<file path="src/rtl/tft_ctrl_gen_pkg.sv">
// Purpose : shared definitions for the parametrised TFT timing generator.
// Latency : n/a (types, constants and a pure function only).
// Backpress: n/a.
// Contents: pattern mode encodings, stock timing sets for 480x272 and
//           800x480 panels, and the colour-bar table.
package tft_ctrl_gen_pkg;

    typedef enum logic [1:0] {
        MODE_EXT   = 2'b00,
        MODE_BARS  = 2'b01,
        MODE_GRID  = 2'b10,
        MODE_BLACK = 2'b11
    } mode_e;

    // 480x272 panel (typical 4.3" RGB glass)
    localparam int T480_H_SYNC   = 41;
    localparam int T480_H_BACK   = 2;
    localparam int T480_H_ACTIVE = 480;
    localparam int T480_H_FRONT  = 2;
    localparam int T480_V_SYNC   = 10;
    localparam int T480_V_BACK   = 2;
    localparam int T480_V_ACTIVE = 272;
    localparam int T480_V_FRONT  = 2;

    // 800x480 panel (typical 7" RGB glass, H_TOTAL 1056, V_TOTAL 525)
    localparam int T800_H_SYNC   = 40;
    localparam int T800_H_BACK   = 46;
    localparam int T800_H_ACTIVE = 800;
    localparam int T800_H_FRONT  = 170;
    localparam int T800_V_SYNC   = 10;
    localparam int T800_V_BACK   = 23;
    localparam int T800_V_ACTIVE = 480;
    localparam int T800_V_FRONT  = 12;

    localparam int NUM_BARS = 8;

    // Bar colour as {r_on, g_on, b_on}; each set bit drives its field full-scale.
    function automatic logic [2:0] bar_colour(input logic [2:0] idx);
        logic [2:0] c;
        case (idx)
            3'd0:    c = 3'b111; // white
            3'd1:    c = 3'b110; // yellow
            3'd2:    c = 3'b011; // cyan
            3'd3:    c = 3'b010; // green
            3'd4:    c = 3'b101; // magenta
            3'd5:    c = 3'b100; // red
            3'd6:    c = 3'b001; // blue
            default: c = 3'b000; // black
        endcase
        return c;
    endfunction

endpackage

</file>
<file path="src/rtl/tft_ctrl_gen_pattern.sv">
// Purpose : built-in test pattern pixel (colour bars / grid / black) for the TFT generator.
// Latency : one register stage, matching an external source answering Data_req.
// Backpress: none -- evaluated every cycle from the stage-1 raster position.
// Ports: clk_i/rst_n_i clock and async active-low reset; hcount_i active-area x;
//        vcount_lo_i low nibble of active-area y; mode_i latched mode; pixel_o pattern pixel.
module tft_pattern_gen
    import tft_ctrl_gen_pkg::*;
#(
    parameter  int R_W      = 5,
    parameter  int G_W      = 6,
    parameter  int B_W      = 5,
    parameter  int H_ACTIVE = 800,
    parameter  int CNT_W    = 11,
    localparam int DATA_W   = R_W + G_W + B_W
) (
    input  logic              clk_i,
    input  logic              rst_n_i,
    input  logic [CNT_W-1:0]  hcount_i,
    input  logic [3:0]        vcount_lo_i,
    input  logic [1:0]        mode_i,
    output logic [DATA_W-1:0] pixel_o
);

    localparam int BAR_W = H_ACTIVE / NUM_BARS;

    logic [2:0]        bar_idx;
    logic [2:0]        bar_rgb;
    logic              grid_on;
    logic [DATA_W-1:0] pixel_d;
    logic [DATA_W-1:0] pixel_q;

    always_comb begin
        // Threshold chain instead of a divide; the last bar keeps any remainder.
        bar_idx = '0;
        for (int k = 1; k < NUM_BARS; k++) begin
            if (hcount_i >= CNT_W'(k * BAR_W)) begin
                bar_idx = 3'(k);
            end
        end
        bar_rgb = bar_colour(bar_idx);
        grid_on = (hcount_i[3:0] == 4'd0) || (vcount_lo_i == 4'd0);

        pixel_d = '0;
        case (mode_e'(mode_i))
            MODE_BARS: pixel_d = {{R_W{bar_rgb[2]}}, {G_W{bar_rgb[1]}}, {B_W{bar_rgb[0]}}};
            MODE_GRID: pixel_d = {DATA_W{grid_on}};
            default:   pixel_d = '0;
        endcase
    end

    always_ff @(posedge clk_i or negedge rst_n_i) begin
        if (!rst_n_i) begin
            pixel_q <= '0;
        end else begin
            pixel_q <= pixel_d;
        end
    end

    assign pixel_o = pixel_q;

endmodule

</file>
<file path="src/rtl/tft_ctrl_gen.sv">
// Purpose : parametrised RGB parallel panel timing generator with pixel request, patterns and backlight PWM.
// Latency : Data_req/Hcount/Vcount one cycle after the raster counters; HS/VS/DE/RGB one cycle later still.
// Backpress: none -- free-running raster; the source must answer Data_req with exactly one register stage.
// Ports: Clk33M/Rst_n clock and async reset; Data_in source pixel; Mode pattern select;
//        Disp_en display enable; Pwm_duty backlight duty; Data_req/Hcount/Vcount pixel request;
//        Frame_start frame pulse; TFT_* panel pins.
module tft_ctrl_gen
    import tft_ctrl_gen_pkg::*;
#(
    parameter  int   R_W      = 5,
    parameter  int   G_W      = 6,
    parameter  int   B_W      = 5,
    parameter  int   H_SYNC   = 40,
    parameter  int   H_BACK   = 46,
    parameter  int   H_ACTIVE = 800,
    parameter  int   H_FRONT  = 170,
    parameter  int   V_SYNC   = 10,
    parameter  int   V_BACK   = 23,
    parameter  int   V_ACTIVE = 480,
    parameter  int   V_FRONT  = 12,
    parameter  logic HS_POL   = 1'b0,
    parameter  logic VS_POL   = 1'b0,
    parameter  int   CNT_W    = 11,
    parameter  int   PWM_DIV  = 4,
    localparam int   DATA_W   = R_W + G_W + B_W
) (
    input  logic              Clk33M,
    input  logic              Rst_n,
    input  logic [DATA_W-1:0] Data_in,
    input  logic [1:0]        Mode,
    input  logic              Disp_en,
    input  logic [7:0]        Pwm_duty,
    output logic              Data_req,
    output logic [CNT_W-1:0]  Hcount,
    output logic [CNT_W-1:0]  Vcount,
    output logic              Frame_start,
    output logic [DATA_W-1:0] TFT_rgb,
    output logic              TFT_hs,
    output logic              TFT_vs,
    output logic              TFT_de,
    output logic              TFT_clk,
    output logic              TFT_pwm
);

    localparam int H_TOTAL = H_SYNC + H_BACK + H_ACTIVE + H_FRONT;
    localparam int V_TOTAL = V_SYNC + V_BACK + V_ACTIVE + V_FRONT;
    localparam int H_ST    = H_SYNC + H_BACK;
    localparam int H_END   = H_ST + H_ACTIVE;
    localparam int V_ST    = V_SYNC + V_BACK;
    localparam int V_END   = V_ST + V_ACTIVE;
    localparam int PSC_W   = (PWM_DIV > 1) ? $clog2(PWM_DIV) : 1;

    // stage 0: raster counters and frame-latched controls
    logic [CNT_W-1:0] h_cnt_q, h_cnt_d, v_cnt_q, v_cnt_d;
    logic [1:0]       mode_l_q, mode_l_d;
    logic             en_l_q, en_l_d;
    logic             h_wrap, v_wrap, at_origin, active;
    // stage 1: request side
    logic             data_req_q, data_req_d;
    logic [CNT_W-1:0] hcount_q, hcount_d, vcount_q, vcount_d;
    logic             frame_start_q;
    logic             hs1_q, hs1_d, vs1_q, vs1_d;
    // stage 2: panel side
    logic             de_q, hs2_q, vs2_q;
    logic [DATA_W-1:0] pat_pixel, pixel_sel;
    // backlight PWM
    logic [PSC_W-1:0] psc_q, psc_d;
    logic [7:0]       pwm_cnt_q, pwm_cnt_d, duty_l_q, duty_l_d;
    logic             psc_wrap, pwm_q, pwm_d;

    always_comb begin
        h_wrap    = (h_cnt_q == CNT_W'(H_TOTAL - 1));
        v_wrap    = (v_cnt_q == CNT_W'(V_TOTAL - 1));
        at_origin = (h_cnt_q == '0) && (v_cnt_q == '0);
        active    = (h_cnt_q >= CNT_W'(H_ST)) && (h_cnt_q < CNT_W'(H_END)) &&
                    (v_cnt_q >= CNT_W'(V_ST)) && (v_cnt_q < CNT_W'(V_END));

        h_cnt_d = h_wrap ? '0 : h_cnt_q + 1'b1;
        v_cnt_d = v_cnt_q;
        if (h_wrap) begin
            v_cnt_d = v_wrap ? '0 : v_cnt_q + 1'b1;
        end

        // Controls only change at the frame origin so a frame never tears.
        mode_l_d = at_origin ? Mode    : mode_l_q;
        en_l_d   = at_origin ? Disp_en : en_l_q;

        data_req_d = active & en_l_q;
        hcount_d   = active ? h_cnt_q - CNT_W'(H_ST) : '0;
        vcount_d   = active ? v_cnt_q - CNT_W'(V_ST) : '0;
        hs1_d      = (h_cnt_q < CNT_W'(H_SYNC)) ? HS_POL : ~HS_POL;
        vs1_d      = (v_cnt_q < CNT_W'(V_SYNC)) ? VS_POL : ~VS_POL;

        psc_wrap  = (psc_q == PSC_W'(PWM_DIV - 1));
        psc_d     = psc_wrap ? '0 : psc_q + 1'b1;
        pwm_cnt_d = psc_wrap ? pwm_cnt_q + 8'd1 : pwm_cnt_q;
        // New duty only at the period boundary, so a period is never cut short.
        duty_l_d  = (psc_wrap && (pwm_cnt_q == 8'hFF)) ? Pwm_duty : duty_l_q;
        pwm_d     = (pwm_cnt_q < duty_l_q);
    end

    always_ff @(posedge Clk33M or negedge Rst_n) begin
        if (!Rst_n) begin
            h_cnt_q       <= '0;
            v_cnt_q       <= '0;
            mode_l_q      <= MODE_EXT;
            en_l_q        <= 1'b1;
            data_req_q    <= 1'b0;
            hcount_q      <= '0;
            vcount_q      <= '0;
            frame_start_q <= 1'b0;
            hs1_q         <= ~HS_POL;
            vs1_q         <= ~VS_POL;
            de_q          <= 1'b0;
            hs2_q         <= ~HS_POL;
            vs2_q         <= ~VS_POL;
            psc_q         <= '0;
            pwm_cnt_q     <= '0;
            duty_l_q      <= '0;
            pwm_q         <= 1'b0;
        end else begin
            h_cnt_q       <= h_cnt_d;
            v_cnt_q       <= v_cnt_d;
            mode_l_q      <= mode_l_d;
            en_l_q        <= en_l_d;
            data_req_q    <= data_req_d;
            hcount_q      <= hcount_d;
            vcount_q      <= vcount_d;
            frame_start_q <= at_origin;
            hs1_q         <= hs1_d;
            vs1_q         <= vs1_d;
            de_q          <= data_req_q;
            hs2_q         <= hs1_q;
            vs2_q         <= vs1_q;
            psc_q         <= psc_d;
            pwm_cnt_q     <= pwm_cnt_d;
            duty_l_q      <= duty_l_d;
            pwm_q         <= pwm_d;
        end
    end

    tft_pattern_gen #(
        .R_W      (R_W),
        .G_W      (G_W),
        .B_W      (B_W),
        .H_ACTIVE (H_ACTIVE),
        .CNT_W    (CNT_W)
    ) u_pattern (
        .clk_i       (Clk33M),
        .rst_n_i     (Rst_n),
        .hcount_i    (hcount_q),
        .vcount_lo_i (vcount_q[3:0]),
        .mode_i      (mode_l_q),
        .pixel_o     (pat_pixel)
    );

    // Both pixel sources already carry their own register stage aligned with
    // de_q (source flop / pattern flop), so only the gating mux sits here.
    assign pixel_sel = (mode_e'(mode_l_q) == MODE_EXT) ? Data_in : pat_pixel;

    assign Data_req    = data_req_q;
    assign Hcount      = hcount_q;
    assign Vcount      = vcount_q;
    assign Frame_start = frame_start_q;
    assign TFT_de      = de_q;
    assign TFT_rgb     = de_q ? pixel_sel : '0;
    assign TFT_hs      = hs2_q;
    assign TFT_vs      = vs2_q;
    // Inverted clock puts the panel's rising sample edge mid-way through each pixel.
    assign TFT_clk     = ~Clk33M;
    assign TFT_pwm     = pwm_q;

endmodule

</file>
<file path="config.mk">
export PLATFORM = sky130hd
export DESIGN_NAME = tft_ctrl_gen
export DESIGN_NICKNAME = d
export VERILOG_FILES = /design/src/rtl/tft_ctrl_gen_pkg.sv /design/src/rtl/tft_ctrl_gen_pattern.sv /design/src/rtl/tft_ctrl_gen.sv
export SDC_FILE = /design/constraint.sdc
export NUM_CORES = 1
export LEC_CHECK = 0
export ABC_AREA = 1
export CAP_MARGIN = 5
export CORE_MARGIN = 2
export CORE_UTILIZATION = 30
export DETAILED_ROUTE_END_ITERATION = 6
export MAX_ROUTING_LAYER = met4
export PLACE_DENSITY_LB_ADDON = 0.1
export SLEW_MARGIN = 5
export SYNTH_ARGS = -nofsm -noshare
export SYNTH_HDL_FRONTEND = slang
export SYNTH_HIERARCHICAL = 1
export SYNTH_SLANG_ARGS = --single-unit
</file>
<file path="constraint.sdc">
create_clock -name Clk33M -period 3.9 [get_ports Clk33M]
set_clock_uncertainty 0.2 [all_clocks]
set_input_delay 0.39 -clock Clk33M [delete_from_list [all_inputs] [get_ports Clk33M]]
set_output_delay 0.39 -clock Clk33M [all_outputs]
set_load 0.005 [all_outputs]
</file>
## Yosys cells after proc, flatten, opt, wreduce, memory -nomap -nowiden

Index checks and enable logic that the tools add are counted.
W data, S select, Z words.

- Register bits: 89
- Input port bits: 29

- Add/sub/neg operators: 6
- Order comparisons: 14
- Eq/ne operators: 12
- Multiplexer cells: 18
- Bitwise operators: 2
- Reduce and logical (&&, ||, !) cells: 12

Operators by type and width:

| operator | count |
|---|---|
| $mux W11 | 4 |
| $ge A11 B9 Y1 const B | 3 |
| $mux W16 | 2 |
| $pmux W16 S2 | 1 |
| $add A11 B1 Y11 const B | 2 |
| $ge A11 B10 Y1 const B | 2 |
| $ge A11 B7 Y1 const B | 2 |
| $logic_not A11 Y1 | 2 |
| $lt A11 B10 Y1 const B | 2 |
| $pmux W3 S7 | 1 |
| $mux W3 | 6 |
| $eq A11 B10 Y1 const B | 1 |
| $eq A11 B11 Y1 const B | 1 |
| $ge A11 B6 Y1 const B | 1 |
| $ge A11 B8 Y1 const B | 1 |
| $lt A11 B4 Y1 const B | 1 |
| $lt A11 B6 Y1 const B | 1 |
| $sub A11 B6 Y11 const B | 1 |
| $sub A11 B7 Y11 const B | 1 |
| $eq A3 B3 Y1 const B | 3 |
| $add A8 B1 Y8 const B | 1 |
| $eq A8 B8 Y1 const B | 1 |
| $logic_not A4 Y1 | 2 |
| $lt A8 B8 Y1 | 1 |
| 13 further kinds | 21 |

## Logic depth before layout (Yosys ltp)

- Word-level depth: 11
- Gate-level depth with buffers: 11
- Depth with buffers taken out: 11

## Cells and area by module

Netlist, hierarchy kept.

Modules (own cells, without submodules):

| module | instances | cells an instance | area each (µm²) |
|---|---|---|---|
| tft_ctrl_gen | 1 | 481 | 3915.0 |
| tft_pattern_gen | 1 | 89 | 508.0 |

==> flow_metrics.tcl <==
set metrics [dict create \
    dieArea_sq_um 15700 \
    slew_headroom_pct 34.6 \
    design_area_sq_um 5530 \
    gp_congestion 0.833 \
    dp_cells 797 \
    io_pins 74 \
    worst_setup_path_end_kind "primary output" \
    viasPerCell 4.55 \
    crit_path_cell_trace "clkbuf_16, clkbuf_16, inv_1, clkdlybuf4s50_1" \
    fin_cells 813 \
    die_height_microns 125 \
    grt_pass1_wl_microns 17500 \
    fillerInstances 1448 \
    slowest_delay_ps 490 \
    tns_ps 0 \
    detail-route-antenna-nets 0 \
    finalMaxSlewViolations 0 \
    cts_setup_buffers 0 \
    utilization_pct 38.2 \
    std_cell_rows 44 \
    synthesis.nets 617 \
    ff_latch_area_sq_um 1910 \
    rrSetupSlack_ps 1690 \
    worstMarginPinSlew_ps 981 \
    first_global_vias 3589 \
    startpoint "Clk33M" \
    setup_ws_ps 480 \
    yosys_most_used_dff "dfrtp_1" \
    power_mw 1.88 \
    irDropWorstVdd_uv 201 \
    cap_viol_max_count 0 \
    rsz0062_at_grt "false" \
    synthesis.area_sq_um 4420 \
    gr-total-overflow 0 \
    finalWirelength_microns 10100 \
    cts_resized 0 \
    startpoint_type "clock port" \
    place_hpwl_microns 7520 \
    n_antenna_cell 0 \
    area_growth_pct 25.0 \
    clock_path_buffers 2 \
    path_clk_slew_ps 60 \
    crit_arrival_ps 2830 \
    slowest_stage "clkdlybuf4s50_1" \
    grt_start_max_net_pins 77 \
    avgSynthCellArea_sq_um 7.76 \
    finalNetCount 671 \
    hold_class "in2async" \
    antenna_found_initial 0 \
    p_leak_nw 2.78 \
    core-area_sq_um 14500 \
    drive_above_1_share_pct 7.47 \
    die_w_microns 125 \
    r2r-start "h_cnt_q[1]" \
    ys_warn_count 6 \
    port_buffers 73 \
    r2r_cells 8 \
    synthDistinctLibCells 33 \
    crit_fanout 10 \
    h-tree-depth 3 \
    drt_iter0_markers 169 \
    firstDrtPassIters 4 \
    clk-insertion-delay-late_ps 340 \
    crit_top_cell "clkbuf_16" \
    power.density_nw_per_um2 340 \
    route.detailed.drc 0 \
    grt_usage_pct 14.0 \
    finalSetupViolCount 0 \
    ys_seq_area_share_pct 43.1 \
    start_util_pct 30.5 \
    multiInputGateArea_sq_um 2040 \
    cts_tree "done" \
    wire_per_inst_microns 12.4 \
    hold_viol_final 9 \
    r2r_end "v_cnt_q[8]" \
    async_reset_ff_share_pct 100 \
    status "finished, violations left" \
    synth_edf_count 0 \
    hold_slack_ps -17.4 \
    syn_inst 570 \
    pre_cts_ws_ps 855 \
    violations "hold timing" \
    placed_area_sq_um 5180 \
    cp.required_ps 3310 \
    holdBufCountCts 0 \
    cts_buffers 9 \
    vias 3703 \
    critPathKind "clk2out" \
    ys_ff_latch 76 \
    cts-root-buf "clkbuf_16" \
]
-- cells in the final DEF, fill, tap and decap left out, types with 2 or more instances in the layout --
cell type,count
nand2_1,110
nor2_1,98
clkdlybuf4s50_1,72
dfrtp_1,71
inv_1,61
o21ai_0,30
nand3_1,30
xor2_1,30
a21oi_1,19
ha_1,18
nor3_1,13
nand4_1,12
inv_2,11
clkbuf_16,9
o21ai_1,7
nor2_2,6
dfstp_2,5
nand3_2,3
bufinv_16,3
xnor2_1,2
nor4_1,2
nand3b_1,2
-- layout make-up --
class / count / share of cell area [%]
clock buffers: 12 / 4.57
clock inverters: 6 / 1.99
inverters: 71 / 4.82
multi-input cells: 392 / 36.9
flip-flops and latches: 76 / 34.5
well taps: 184 / 4.16
repair buffers: 72 / 13.0
-- flip-flops by register name, indices dropped and copies added (netlist names) --
| signal | cells |
|---|---|
| Hcount | 11 |
| Vcount | 11 |
| h_cnt_q | 11 |
| v_cnt_q | 11 |
| duty_l_q | 8 |
| pwm_cnt_q | 8 |
| u_pattern/pixel_o | 3 |
| mode_l_q | 2 |
| psc_q | 2 |
| Data_req | 1 |
| Frame_start | 1 |
| TFT_de | 1 |
| TFT_hs | 1 |
| TFT_pwm | 1 |
| TFT_vs | 1 |
| en_l_q | 1 |
| hs1_q | 1 |
| vs1_q | 1 |
-- worst max-delay path, delay by kind of cell --
kind / cells / cell delay (ps)
buffers and inverters: 4 / 880
-- power breakdown --
group	internal, mW	total [mW]	switching, mW
Clock	0.664	1.01	0.342
Combinational	0.0334	0.0688	0.0354
Sequential	0.797	0.802	0.00491
-- logic make-up after synthesis --
kind of cell	synth area share [%]
adder cells (fa/ha/maj)	5.09
AO/OA/AOI/OAI	7.36
AND/OR/NAND/NOR	27.4
flip-flops	43.1
buffers and inverters	10.7
XOR/XNOR	6.34
-- cells in the mapped netlist, types with 2 or more instances --
cell type | number | area, sq um
xnor2_1 | 2 | 17.5
buf_2 | 6 | 30.0
nor3_1 | 13 | 65.1
dfstp_2 | 5 | 131
inv_1 | 61 | 229
dfrtp_1 | 71 | 1780
ha_1 | 18 | 225
a21oi_1 | 19 | 95.1
nand2_1 | 110 | 413
nand3b_1 | 2 | 15.0
clkbuf_1 | 3 | 11.3
nor2_2 | 6 | 37.5
nand3_1 | 30 | 150
nor2_1 | 98 | 368
inv_2 | 11 | 41.3
o21ai_1 | 7 | 35.0
nor4_1 | 2 | 12.5
o21ai_0 | 30 | 150
buf_4 | 20 | 150
xor2_1 | 30 | 263
nand4_1 | 12 | 75.1
nand3_2 | 3 | 30.0
-- worst max-delay path by stage --
stage	slack, ps	cells after the start	to
6_report	480	4	TFT_clk
5_1_grt	420	4	TFT_clk
2_1_floorplan	1320	1	TFT_clk
4_1_cts	450	4	TFT_clk
3_3_place_gp	850	2	TFT_clk
3_5_place_dp	850	2	TFT_clk
-- routing by layer --
metal | global-route usage (%) | vias up | routed length [microns]
li1 | - | 1896 | -
met1 | 18.7 | 1692 | 4950
met2 | 20.3 | 106 | 4430
met3 | 4.54 | 9 | 620
met4 | 4.12 | 0 | 70
met5 | - | - | 0
No activity file was read; power rests on OpenSTA's default activity.
